$ cat config.mk
export PLATFORM = sky130hd
export DESIGN_NAME = hamming_stream_decoder
export DESIGN_NICKNAME = d
export VERILOG_FILES = /design/src/rtl/hamming_pkg.sv /design/src/rtl/hamming_block_fix.sv /design/src/rtl/hamming_stream_decoder.sv
export SDC_FILE = /design/constraint.sdc
export NUM_CORES = 1
export LEC_CHECK = 0
export BUFFER_PORTS_ARGS = -buffer_cell sky130_fd_sc_hd__buf_2
export CAP_MARGIN = 20
export CORE_MARGIN = 2
export CORE_UTILIZATION = 45
export CTS_CLUSTER_SIZE = 8
export DETAILED_ROUTE_END_ITERATION = 16
export PLACE_DENSITY_LB_ADDON = 0.15
export SYNTH_ARGS = -nofsm -noshare
export SYNTH_HDL_FRONTEND = slang
export SYNTH_SLANG_ARGS = --single-unit
$ cat constraint.sdc
create_clock -name clk -period 6.07 [get_ports clk]
set_input_delay 1.214 -clock clk [delete_from_list [all_inputs] [get_ports clk]]
set_output_delay 1.214 -clock clk [all_outputs]
set_load 0.02 [all_outputs]
$ cat src/rtl/hamming_pkg.sv
// rtl/hamming_pkg.sv - Hamming(7,4) types, syndrome codes and the shared per-nibble encoder
package hamming_pkg;

    typedef logic [3:0] nibble_t;
    typedef logic [2:0] par3_t;

    // Syndrome produced by a single flipped bit: data bits first, then parity bits
    localparam par3_t SYN_D0 = 3'b111;
    localparam par3_t SYN_D1 = 3'b011;
    localparam par3_t SYN_D2 = 3'b101;
    localparam par3_t SYN_D3 = 3'b110;
    localparam par3_t SYN_P0 = 3'b001;
    localparam par3_t SYN_P1 = 3'b010;
    localparam par3_t SYN_P2 = 3'b100;

    // Same equations as the encoder side so stored parity and recomputed parity line up
    function automatic par3_t enc_block(input nibble_t d);
        return {d[0] ^ d[2] ^ d[3], d[0] ^ d[1] ^ d[3], d[0] ^ d[1] ^ d[2]};
    endfunction

endpackage

$ cat src/rtl/hamming_block_fix.sv
// rtl/hamming_block_fix.sv - combinational single-error correction for one 4-bit block
module hamming_block_fix
    import hamming_pkg::*;
(
    input  par3_t   syn_i,
    input  nibble_t nibble_i,
    output nibble_t nibble_o,
    output logic    err_o
);

    // Flip the data bit named by the syndrome; parity-only syndromes leave data as-is
    always_comb begin
        nibble_o = nibble_i;
        err_o    = (syn_i != 3'b000);
        case (syn_i)
            SYN_D0:                 nibble_o[0] = ~nibble_i[0];
            SYN_D1:                 nibble_o[1] = ~nibble_i[1];
            SYN_D2:                 nibble_o[2] = ~nibble_i[2];
            SYN_D3:                 nibble_o[3] = ~nibble_i[3];
            SYN_P0, SYN_P1, SYN_P2: nibble_o    = nibble_i;
            default:                nibble_o    = nibble_i;
        endcase
    end

endmodule

$ cat src/rtl/hamming_stream_decoder.sv
// rtl/hamming_stream_decoder.sv - 2-stage Hamming(7,4) stream decoder; HAMMING_ERR_CNT_EN enables err_count
module hamming_stream_decoder
    import hamming_pkg::*;
#(
    parameter int WIDTH       = 32,
    parameter int BLOCKS      = WIDTH / 4,
    parameter int PARITY_BITS = BLOCKS * 3,
    parameter int CNT_W       = 16
) (
    input  logic                   clk,
    input  logic                   rst,
    input  logic                   s_valid,
    output logic                   s_ready,
    input  logic [WIDTH-1:0]       s_data,
    input  logic [PARITY_BITS-1:0] s_parity,
    output logic                   m_valid,
    input  logic                   m_ready,
    output logic [WIDTH-1:0]       m_data,
    output logic [BLOCKS-1:0]      m_corr_mask,
    output logic                   m_err,
    input  logic                   cnt_clr,
    output logic [CNT_W-1:0]       err_count
);

    logic                   s1_adv, s2_adv;
    logic                   s1_valid_q, s1_valid_d;
    logic [WIDTH-1:0]       s1_data_q, s1_data_d;
    logic [PARITY_BITS-1:0] s1_syn_q, s1_syn_d;
    logic [PARITY_BITS-1:0] syn_in;
    logic [WIDTH-1:0]       fix_data;
    logic [BLOCKS-1:0]      fix_mask;
    logic                   m_valid_q, m_valid_d;
    logic [WIDTH-1:0]       m_data_q, m_data_d;
    logic [BLOCKS-1:0]      m_mask_q, m_mask_d;
    logic                   m_err_q, m_err_d;

    // Syndrome is computed on the incoming word; correction happens one stage later
    for (genvar b = 0; b < BLOCKS; b++) begin : g_blk
        assign syn_in[3*b +: 3] = enc_block(s_data[4*b +: 4]) ^ s_parity[3*b +: 3];

        hamming_block_fix u_fix (
            .syn_i   (s1_syn_q[3*b +: 3]),
            .nibble_i(s1_data_q[4*b +: 4]),
            .nibble_o(fix_data[4*b +: 4]),
            .err_o   (fix_mask[b])
        );
    end

    // Ready chain runs back from the consumer so a full pipe still moves every cycle
    assign s2_adv  = !m_valid_q || m_ready;
    assign s1_adv  = !s1_valid_q || s2_adv;
    assign s_ready = s1_adv;

    // Next state of both pipeline stages
    always_comb begin
        s1_valid_d = s1_valid_q;
        s1_data_d  = s1_data_q;
        s1_syn_d   = s1_syn_q;
        m_valid_d  = m_valid_q;
        m_data_d   = m_data_q;
        m_mask_d   = m_mask_q;
        m_err_d    = m_err_q;
        if (s1_adv) begin
            s1_valid_d = s_valid;
            if (s_valid) begin
                s1_data_d = s_data;
                s1_syn_d  = syn_in;
            end
        end
        if (s2_adv) begin
            m_valid_d = s1_valid_q;
            if (s1_valid_q) begin
                m_data_d = fix_data;
                m_mask_d = fix_mask;
                m_err_d  = |fix_mask;
            end
        end
    end

    // Pipeline registers; reset discards anything in flight
    always_ff @(posedge clk or posedge rst) begin
        if (rst) begin
            s1_valid_q <= 1'b0;
            s1_data_q  <= '0;
            s1_syn_q   <= '0;
            m_valid_q  <= 1'b0;
            m_data_q   <= '0;
            m_mask_q   <= '0;
            m_err_q    <= 1'b0;
        end else begin
            s1_valid_q <= s1_valid_d;
            s1_data_q  <= s1_data_d;
            s1_syn_q   <= s1_syn_d;
            m_valid_q  <= m_valid_d;
            m_data_q   <= m_data_d;
            m_mask_q   <= m_mask_d;
            m_err_q    <= m_err_d;
        end
    end

    assign m_valid     = m_valid_q;
    assign m_data      = m_data_q;
    assign m_corr_mask = m_mask_q;
    assign m_err       = m_err_q;

`ifdef HAMMING_ERR_CNT_EN
    logic [CNT_W-1:0] cnt_q, cnt_d;

    // Count delivered words that needed correction; clear wins, saturate at all-ones
    always_comb begin
        cnt_d = cnt_q;
        if (cnt_clr) begin
            cnt_d = '0;
        end else if (m_valid_q && m_ready && m_err_q && (cnt_q != {CNT_W{1'b1}})) begin
            cnt_d = cnt_q + 1'b1;
        end
    end

    // Correction counter register
    always_ff @(posedge clk or posedge rst) begin
        if (rst) begin
            cnt_q <= '0;
        end else begin
            cnt_q <= cnt_d;
        end
    end

    assign err_count = cnt_q;
`else
    logic unused_cnt_clr;

    assign unused_cnt_clr = cnt_clr;
    assign err_count      = '0;
`endif

endmodule

## Yosys cells after proc, flatten, opt, wreduce, memory -nomap -nowiden

Index checks and enable logic that the tools add are counted.

| storage, ports and cells | value |
|---|---|
| output and inout port bits | 59 |
| bits of input ports | 61 |
| register bits after elaboration | 99 |
| logic and storage cells | 166 |

| operators by class | value |
|---|---|
| reduce and logical (&&, ||, !) cells | 15 |
| equal/unequal tests | 32 |
| bitwise gates (word level) | 80 |
| mux-type cells | 32 |

Operators with widths:

| kind | count |
|---|---|
| 3-bit equality test, second input constant | 24 |
| 1-bit XOR | 40 |
| 1-bit two-way mux | 32 |
| 1-bit NOT | 32 |
| 3-bit by 2-bit equality test with 1-bit output, second input constant | 8 |
| 3-bit nonzero test | 8 |
| 3-bit XOR | 8 |
| 8-bit OR reduction | 1 |
| 2-bit AND reduction | 2 |
| 1-bit logical NOT | 2 |
| 1-bit logical OR | 2 |

## Longest topological paths before layout

| depth | value |
|---|---|
| depth in word-level cells | 4 |
| depth in mapped cells | 6 |
| gate-level depth less buffers | 3 |

## Cells and area by module

Synthesis repeated with hierarchy kept, for this count alone.

| second synthesis, totals | value |
|---|---|
| cells, all modules | 369 |
| area, all modules | 5152.4 µm² |

By module, submodules not included:

| module | area each (µm²) | sequential area each (µm²) | cells each | instances |
|---|---|---|---|---|
| hamming_stream_decoder | 4601.9 | 2477.4 | 297 | 1 |
| hamming_block_fix | 68.8 | 0.0 | 9 | 8 |

## Worst setup path before layout

OpenSTA, ideal clock, no wires.

| path | value |
|---|---|
| path kind | input-to-output |
| from | input m_ready |
| to | output s_ready |
| cell stages on the path | 1 |
| data arrival time | 1395 ps |
| path slack | 3461 ps |
| required time | 4856 ps |
| path buffers | 0 |
| path through | nand3b_4 |

| on the way | value |
|---|---|
| cells in the longest elaborated chain, start to end | 2 |

Ends and longest elaborated chain:

| item | line | text |
|---|---|---|
| start: declaration | hamming_stream_decoder.sv:17 | `input logic m_ready,` |
| 1-bit logical OR | hamming_stream_decoder.sv:50 | `assign s2_adv = !m_valid_q \|\| m_ready;` |
| 1-bit logical OR | hamming_stream_decoder.sv:51 | `assign s1_adv = !s1_valid_q \|\| s2_adv;` |
| end: declaration | hamming_stream_decoder.sv:13 | `output logic s_ready,` |

Every way passes these cells.

## Worst setup path after layout

| path | value |
|---|---|
| from | input m_ready |
| to | register m_data_q[27], in the netlist m_data[27] |

| on the way | value |
|---|---|
| cells in the longest elaborated chain, start to end | 2 |

Ends and longest elaborated chain:

| item | line | text |
|---|---|---|
| 1-bit logical OR | hamming_stream_decoder.sv:50 |  |
| 2-bit AND reduction (no line) | n/a |  |
| end signal: assignment | hamming_stream_decoder.sv:95 | `m_data_q <= m_data_d;` |
| end: declaration | hamming_stream_decoder.sv:33 | `logic [WIDTH-1:0] m_data_q, m_data_d;` |

Every way passes these cells.
A chain may end at the register's enable or synchronous reset.

==> flow_metrics.tcl <==
set metrics [dict create \
    die_w_um 110.9 \
    met1_length_um 4509 \
    grt_use_total_pct 17.26 \
    syn_area_um2 5137 \
    slew_violations 0 \
    cts_sinks 99 \
    rsz0062_at_grt "no" \
    min_delay_path_depth 1 \
    drc_errors 0 \
    holdWs_ns 0.4938 \
    synth_fa_ha_area_share_pct 0 \
    ctsLongestPathBuffers 2 \
    rows 39 \
    max_freq_mhz 342.0 \
    syn_inst 420 \
    synth_mux_area_share_pct 15.20 \
    crit_path_max_fanout 43 \
    hold_class "flop to flop" \
    yosysTopAreaCell "dfrtp_1" \
    r2r-end "s1_syn_q[22]" \
    maxUsedRoutingLayer "met4" \
    hpwlAfterDp_um 6683 \
    fp.coreArea_um2 11270 \
    placed_area_um2 5610 \
    fin_cells 659 \
    cts_hold_buffers 0 \
    layout.nets 573 \
    final.fill_count 1017 \
    fin_worst_skew_ns 0.006805 \
    postCtsSetupBuffers 0 \
    drtIter0Drc 155 \
    cts_max_level 3 \
    synth_xor_area_share_pct 16.37 \
    min_from "m_err" \
    cp-start-kind "primary input" \
    final_area_um2 5913 \
    clk_latency_ns 0.34 \
    cp-end-kind "flop" \
    rrSetupSlack_ns 3.65 \
    cp-startpoint "m_ready" \
    setup_viol 0 \
    ant_nets 0 \
    rr_worst_depth 3 \
    start_util_pct 45.58 \
    grt_pass1_vias 3376 \
    cts_buffers 9 \
    route.met2.wl_um 4980 \
    dieArea_um2 12290 \
    synth_compound_area_share_pct 7.988 \
    fin_crit_ns 2.924 \
    antenna_cells 0 \
    dp.cells 644 \
    synth-seq-cells 99 \
    grt_max_degree 57 \
    tns_ns 0 \
    grt_pass1_wl_um 16830 \
    ctsResizeCount 0 \
    p_leak_nw 2.569 \
    cp_data_required_time_ns 6.24 \
    layout-drive-gt1-share_pct 34.88 \
    cts_tree "done" \
    vias 3341 \
    overflow 0 \
    routed_wl_um 10060 \
    synth_top_family_by_area "XOR/XNOR gates" \
    io_buffers 102 \
    hold_viol 0 \
    post_drt_wl_per_cell_um 15.27 \
    via_per_inst 5.070 \
    clk_pin_slew_ns 0.07 \
    period_share_pct 48.18 \
    syn_area_per_cell_um2 12.23 \
    ys_warn_count 0 \
    yosys.area_share.simple_pct 6.381 \
    r2r_start "s1_valid_q" \
    critical_path_class "primary input to flop" \
    ios 120 \
    dpl_worst_slack_ns 2.753 \
    status "complete, no violations" \
    setup_ws_ns 3.146 \
    antenna_found_initial 0 \
    slew_headroom_pct 34.03 \
    gp_congestion 0.7759 \
    min_to "m_err" \
    yosysSeqAreaShare_pct 48.22 \
    ir_worst_vdd_v 0.0002102 \
    die_height_um 110.9 \
    synth.top_cell.area_share_pct 48.22 \
    power.density_nw_per_um2 374.9 \
    max_cap_viol_count 0 \
    drt_first_pass_iters 4 \
    arrival_ns 3.10 \
    netlist_top_cells_area "dfrtp_1 (48%), mux2_4 (12%), xnor2_1 (8.2%)" \
    synth.distinct_cells 23 \
    fin_util_pct 52.46 \
    area_growth_pct 15.10 \
    root_buffer "clkbuf_16" \
    worst_pin_slew_ns 0.9896 \
    power_mw 2.217 \
    met3_length_um 396 \
]
-- power breakdown --
| group | total, mW | switching, mW | internal [mW] |
|---|---|---|---|
| combinational | 0.656 | 0.343 | 0.314 |
| sequential | 0.983 | 0.157 | 0.827 |
| clock | 0.577 | 0.238 | 0.339 |
| total | 2.22 | 0.738 | 1.48 |
-- cells by family after synthesis --
logic type,Yosys count
flip-flops,99
AO/OA/AOI/OAI,81
XOR/XNOR,96
AND/OR/NAND/NOR,49
multiplexers,56
other,1
buffers and inverters,38
-- metal layers --
layer  track usage, %  up-vias
li1                 -     1588
met5                0        -
met1            22.24     1662
met4            6.750        0
met3            3.171       12
met2            28.96       79
-- layout make-up --
type,instances,area (um2),area share (%)
Clock buffer,11,252.7,4.274
Multi-Input combinational cell,298,2429,41.07
Timing Repair Buffer,103,518.0,8.760
Sequential cell,99,2479,41.92
Clock inverter,4,50.05,0.8464
Tap cell,143,178.9,3.026
Inverter,1,6.256,0.1058
-- registers in the layout, indices dropped and copies added, names as in the netlist --
register     cells
m_valid          1
m_data          32
s1_data_q       32
s1_syn_q        24
m_corr_mask      8
s1_valid_q       1
m_err            1
-- cell usage after synthesis --
library cell  instances
a21oi_1              80
and2_1                1
buf_2                 3
buf_4                16
buf_6                 6
buf_8                 4
clkbuf_1              8
conb_1                1
dfrtp_1              99
inv_1                 1
mux2_2               16
mux2_4               40
nand2_1               1
nand2_2               1
nand2b_1              3
nand3_1               8
nand3b_1             24
nand3b_4              1
nand4_1               2
nor3_1                8
o32a_1                1
xnor2_1              48
xor2_1               48
-- critical path, stage by stage --
cell      delay [ns]
buf_2           0.08
nand2b_2        0.71
and2_2          0.87
a21oi_1         0.18
-- cells in the final DEF (no fill, tap or decap), types with 2 or more instances in the layout --
cell        count
nand4_1         2
conb_1         16
buf_2         102
clkinvlp_4      2
nand2b_1        2
mux2_2         16
clkbuf_16       9
nand3b_1       24
nand3_1         8
clkbuf_8        2
dfrtp_1        98
mux2_4         40
nor3_1          8
xor2_1         48
a21oi_1        80
xnor2_1        48
-- worst max path at each step --
stage	to	depth (start not counted)
finish	m_data[27]	4
global placement	m_err	4
detailed placement	m_data[27]	4
floorplan	m_corr_mask[0]	1
global route	m_data[8]	4
CTS	m_data[27]	4
No activity file was read; power rests on OpenSTA's default activity.
